==> src/rtl/baby_mon_pkg.sv <==
// Shared definitions for the baby monitor alert path: channel ids, the
// scheduler FSM encoding and the round-robin successor helper.
package baby_mon_pkg;

  localparam int NUM_CH = 3;

  localparam logic [1:0] CH_HB     = 2'd0;
  localparam logic [1:0] CH_TEMP   = 2'd1;
  localparam logic [1:0] CH_MOTION = 2'd2;

  typedef enum logic [1:0] {
    IDLE = 2'd0,
    SEND = 2'd1,
    HOLD = 2'd2
  } state_t;

  // Next channel in the rotation 0 -> 1 -> 2 -> 0. The unused code 3 maps to 0.
  function automatic logic [1:0] next_ch(input logic [1:0] c);
    return (c == CH_MOTION) ? CH_HB : c + 2'd1;
  endfunction

endpackage

==> src/rtl/rr_arb3.sv <==
// Three-way round-robin arbiter. The search starts at the channel after
// `last`, so the most recently granted channel has the lowest priority.
// Purely combinational.
module rr_arb3
  import baby_mon_pkg::*;
(
  input  logic [2:0] req,
  input  logic [1:0] last,
  output logic [1:0] gnt_id,
  output logic       any
);

  logic [1:0] c1;
  logic [1:0] c2;
  logic [1:0] c3;

  // Scan last+1, last+2, last+3 (mod 3) and grant the first requester.
  always_comb begin
    c1     = next_ch(last);
    c2     = next_ch(c1);
    c3     = next_ch(c2);
    any    = |req;
    gnt_id = CH_HB;
    if (req[c1])      gnt_id = c1;
    else if (req[c2]) gnt_id = c2;
    else if (req[c3]) gnt_id = c3;
  end

endmodule

==> src/rtl/baby_alert_scheduler.sv <==
// Shares one alert transmit channel between the heartbeat, temperature and
// motion alert sources. Alerts are captured per channel, granted
// round-robin, presented on a valid/ready handshake and followed by a
// hold-off gap.
//
// Handshake: tx_valid/tx_data/tx_ch are registered and held stable while
// tx_valid=1; a transfer completes on a rising edge where tx_valid=1 and
// tx_ready=1. tx_ready while tx_valid=0 has no effect. An asserted reset
// withdraws tx_valid immediately.
module baby_alert_scheduler
  import baby_mon_pkg::*;
#(
  parameter int DATA_W  = 8,
  parameter int HOLDOFF = 16
) (
  input  logic                       clk,
  input  logic                       reset,
  input  logic [NUM_CH-1:0]          alert_pulse,
  input  logic [NUM_CH*DATA_W-1:0]   alert_value,
  input  logic                       tx_ready,
  input  logic                       clear_overrun,
  output logic                       tx_valid,
  output logic [DATA_W-1:0]          tx_data,
  output logic [1:0]                 tx_ch,
  output logic [NUM_CH-1:0]          pending,
  output logic [NUM_CH-1:0]          overrun,
  output logic                       busy,
  output state_t                     state_dbg
);

  // Value reloaded into the hold counter; HOLDOFF=0 never enters HOLD.
  localparam logic [7:0] HOLD_INIT = 8'((HOLDOFF > 0) ? (HOLDOFF - 1) : 0);

  state_t            state;
  state_t            state_next;
  logic [7:0]        cnt;
  logic [1:0]        last;
  logic [DATA_W-1:0] val_q [NUM_CH];

  logic [1:0]        gnt_id;
  logic              gnt_any;
  logic              grant_fire;
  logic              send_done;
  logic [NUM_CH-1:0] gnt_hit;
  logic [NUM_CH-1:0] ovr_evt;
  logic [DATA_W-1:0] gnt_val;

  rr_arb3 u_arb (
    .req    (pending),
    .last   (last),
    .gnt_id (gnt_id),
    .any    (gnt_any)
  );

  // Next-state logic plus the grant/accept strobes that drive the datapath.
  always_comb begin
    state_next = state;
    grant_fire = 1'b0;
    send_done  = 1'b0;
    unique case (state)
      IDLE: begin
        if (gnt_any) begin
          grant_fire = 1'b1;
          state_next = SEND;
        end
      end
      SEND: begin
        if (tx_ready) begin
          send_done  = 1'b1;
          state_next = (HOLDOFF == 0) ? IDLE : HOLD;
        end
      end
      HOLD: begin
        if (cnt == 8'd0) state_next = IDLE;
      end
      default: state_next = IDLE;
    endcase
  end

  // Grant decode, overrun detection and granted-value mux.
  always_comb begin
    gnt_hit = grant_fire ? (3'b001 << gnt_id) : 3'b000;
    // A pulse on an already-pending channel that is not being granted
    // this edge overwrites an unsent value.
    ovr_evt = alert_pulse & pending & ~gnt_hit;
    unique case (gnt_id)
      2'd1:    gnt_val = val_q[1];
      2'd2:    gnt_val = val_q[2];
      default: gnt_val = val_q[0];
    endcase
  end

  // FSM state register.
  always_ff @(posedge clk or negedge reset) begin
    if (!reset) state <= IDLE;
    else        state <= state_next;
  end

  // Per-channel capture: a pulse always wins over the grant clear, so a
  // re-pulse on the grant edge keeps the channel pending with its new value.
  always_ff @(posedge clk or negedge reset) begin
    if (!reset) begin
      pending <= '0;
      overrun <= '0;
      for (int i = 0; i < NUM_CH; i++) val_q[i] <= '0;
    end else begin
      for (int i = 0; i < NUM_CH; i++) begin
        if (alert_pulse[i]) begin
          pending[i] <= 1'b1;
          val_q[i]   <= alert_value[i*DATA_W +: DATA_W];
        end else if (gnt_hit[i]) begin
          pending[i] <= 1'b0;
        end
      end
      overrun <= (clear_overrun ? '0 : overrun) | ovr_evt;
    end
  end

  // Transmit registers and round-robin pointer.
  always_ff @(posedge clk or negedge reset) begin
    if (!reset) begin
      tx_valid <= 1'b0;
      tx_data  <= '0;
      tx_ch    <= 2'd0;
      last     <= CH_MOTION;
    end else if (grant_fire) begin
      tx_valid <= 1'b1;
      tx_data  <= gnt_val;
      tx_ch    <= gnt_id;
      last     <= gnt_id;
    end else if (send_done) begin
      tx_valid <= 1'b0;
    end
  end

  // Hold-off counter: loaded on acceptance, counts down to 0 in HOLD.
  always_ff @(posedge clk or negedge reset) begin
    if (!reset)                           cnt <= 8'd0;
    else if (send_done)                   cnt <= HOLD_INIT;
    else if (state == HOLD && cnt != 8'd0) cnt <= cnt - 8'd1;
  end

  assign busy      = (state != IDLE);
  assign state_dbg = state;

endmodule

==> config.mk <==
export PLATFORM = sky130hd
export DESIGN_NAME = baby_alert_scheduler
export DESIGN_NICKNAME = d
export VERILOG_FILES = /design/src/rtl/baby_mon_pkg.sv /design/src/rtl/rr_arb3.sv /design/src/rtl/baby_alert_scheduler.sv
export SDC_FILE = /design/constraint.sdc
export NUM_CORES = 1
export LEC_CHECK = 0
export ABC_AREA = 1
export CAP_MARGIN = 25
export CORE_UTILIZATION = 50
export CTS_CLUSTER_SIZE = 8
export DETAILED_ROUTE_END_ITERATION = 8
export PLACE_DENSITY = 0.77
export SKIP_CTS_REPAIR_TIMING = 1
export SYNTH_ARGS = -nofsm -noshare
export SYNTH_HDL_FRONTEND = slang
export SYNTH_SLANG_ARGS = --single-unit
==> constraint.sdc <==
create_clock -name clk -period 3.55 [get_ports clk]
set_input_delay 1.065 -clock clk [delete_from_list [all_inputs] [get_ports clk]]
set_output_delay 1.065 -clock clk [all_outputs]
set_load 0.05 [all_outputs]
==> metrics.cfg <==
[status]
status = completed

[critical_path]
cp_slowest_cell = clkdlybuf4s50_1
cp-start-kind = flip-flop
cp.arrival_ns = 1.67
r2r_slack_ns = 1.42
r2r-start = last[1]
r2r_cells = 12
critical-path-max-stage-delay_ns = 0.69
worstPathCellList = nor2_2 > inv_1 > clkdlybuf4s50_1
crit_type = flip-flop to output port
reg2reg_to = tx_data[2]
critPathMaxFanout = 5
cp_data_required_time_ns = 2.48
critPathCaptureType = output port

[cells_and_area]
regArea_um2 = 1303
final_cell_mix = nand2_1, dfrtp_1, clkdlybuf4s50_1, inv_1, o21ai_0
fillers = 418
insertedDiodeCount = 0
drive_above_1_share_pct = 6.087
finish.net_count = 380
syn_to_final_growth_pct = 26.18
instances_no_fill = 399
final_util_pct = 65.55
multi_input_area_um2 = 909.6
layout_commonest_cell = nand2_1
final_area_um2 = 3075

[sta]
slew_viol_final = 0
finalSetupViolations = 0
worst_clock_skew_ns = 0.01024
hold_viol = 0
worst_slack_ns = 0.8157
layout_min_cycle_time_ns = 2.734
tightestPinTransition_ns = 0.5357
max_freq_mhz = 365.7
whs_ns = 0.4863
min_period_over_period_pct = 77.02
slew_headroom_pct = 64.17
final.setup.tns_ns = 0
rsz0062_at_grt = no

[hold_path]
hold_path.class = flip-flop to flip-flop
holdCritStartpoint = tx_valid
whs_endpoint = tx_valid
whs_path_depth = 2

[global_routing]
antenna_found_initial = 0
groute.usage.overall_pct = 21.48
grt_first_pass_wirelength_um = 8466
grt_max_degree = 38
overflow = 0
grt_pass1_vias = 1900

[floorplanning]
start_util_pct = 51.95
io_pins = 51
rows = 25
die_y_um = 71.82
die_area_um2 = 5158
die_width_um = 71.82
coreArea_um2 = 4692

[drt]
drc_errors = 0
ant_nets = 0
drt-total-wl_um = 4920
first_pass_iters = 5
viasPerCell = 4.935
dr.first_iter.drc_count = 104
vias = 1969
wl_per_cell_um = 12.33

[logic_synthesis]
synth.avg_cell_area_um2 = 8.319
yosysWarnings = 0
synthSimpleGateAreaFrac_pct = 20.07
ys_types = 28
synth_fa_ha_area_share_pct = 2.567
synth_top_family_by_area = simple AND/OR/NAND/NOR gates
synth_seq_cells = 52
synth_xor_area_share_pct = 0.7187
ys_seq_area_share_pct = 53.44
synth.mux.area_fraction_pct = 0
synth_compound_area_share_pct = 13.96
syn_inst = 293
synth_nets = 329
synth_area_um2 = 2437
yosys-top-cells-area = dfrtp_1, nand2_1, inv_1, o21ai_0, o22ai_1
synth_top_area_share_pct = 52.36
synth_top_cell_by_area = dfrtp_1

[clock_network]
cts_root_buf = clkbuf_8
numClockSinks = 52
clock_path_buffers = 2
clk_pin_slew_ns = 0.09
cts_buffers = 5
clkLatencyLatePin_ns = 0.30
htreeDepth = 2
cts_tree = yes

[power]
power_density_nw_per_um2 = 924.2
power_mw = 2.842
p_leak_nw = 1.534
ir_worst_vdd_uv = 503.6

[place]
dp_hpwl_um = 3622
dpl.cell_count = 391
post-place-ws_ns = 1.140
gp_congestion = 0.8659
io_buffers = 50
postPlaceCellArea_um2 = 2975

[flow_run]
drv_cap = 0

-- where the power goes --
group          total, mW  switching (mW)  internal (mW)  leakage [nW]
Sequential         0.901           0.132          0.770         0.625
Combinational       1.58            1.07          0.503         0.858
Clock              0.364           0.186          0.178        0.0515
-- critical path: cells and delay by family (launching register included) --
kind | cells | cell delay, ns
buf+inv | 2 | 0.76
simple gates | 1 | 0.17
flops | 1 | 0.43
-- state kept, by name, summed over array words and instances (netlist names) --
| register | count |
|---|---|
| val_q | 24 |
| cnt | 8 |
| tx_data | 8 |
| overrun | 3 |
| pending | 3 |
| state_dbg | 2 |
| tx_ch | 2 |
| last | 1 |
| tx_valid | 1 |
-- kinds of logic (layout without fill, tap and decap cells) --
| kind of cell | Yosys count | in the layout |
|---|---|---|
| AOI/OAI and AO/OA | 61 | 61 |
| xor gates and xnor gates | 2 | 2 |
| adders and majority gates | 5 | 5 |
| buffers and inverters | 57 | 109 |
| DFF | 52 | 52 |
| and+or+nand+nor | 116 | 116 |
-- worst max-delay path by stage --
stage | depth (start not counted) | end | start
3_3_place_gp | 3 | busy | state_dbg[1]
6_report | 3 | busy | state_dbg[1]
5_1_grt | 3 | busy | state_dbg[1]
2_1_floorplan | 2 | busy | state_dbg[1]
4_1_cts | 3 | busy | state_dbg[1]
3_5_place_dp | 3 | busy | state_dbg[1]
-- layer usage --
layer / share of wire [%] / track usage [%]
met5: 0 / 0
met1: 48 / 28.60
met3: 4.2 / 4.641
met2: 46 / 35.43
met4: 0.87 / 6.536
-- synthesized netlist by cell type (all sizes together) --
cell type  instances
a21oi              8
nand2             88
o21ai             38
o22ai             11
inv               47
dfstp              1
clkbuf             4
clkinv             3
nand4              4
xor2               2
ha                 5
buf                3
nor2              13
o21bai             2
nand3              9
dfrtp             51
o31ai              1
o211ai             1
or2                2
-- area by class of cell --
type | count | share of cell area [%]
Sequential cell | 52 | 42.35
Multi-Input combinational cell | 184 | 29.58
Timing Repair Buffer | 51 | 16.35
Inverter | 50 | 6.265
Clock buffer | 8 | 3.255
Tap cell | 54 | 2.197
No activity file was read; power rests on OpenSTA's default activity.
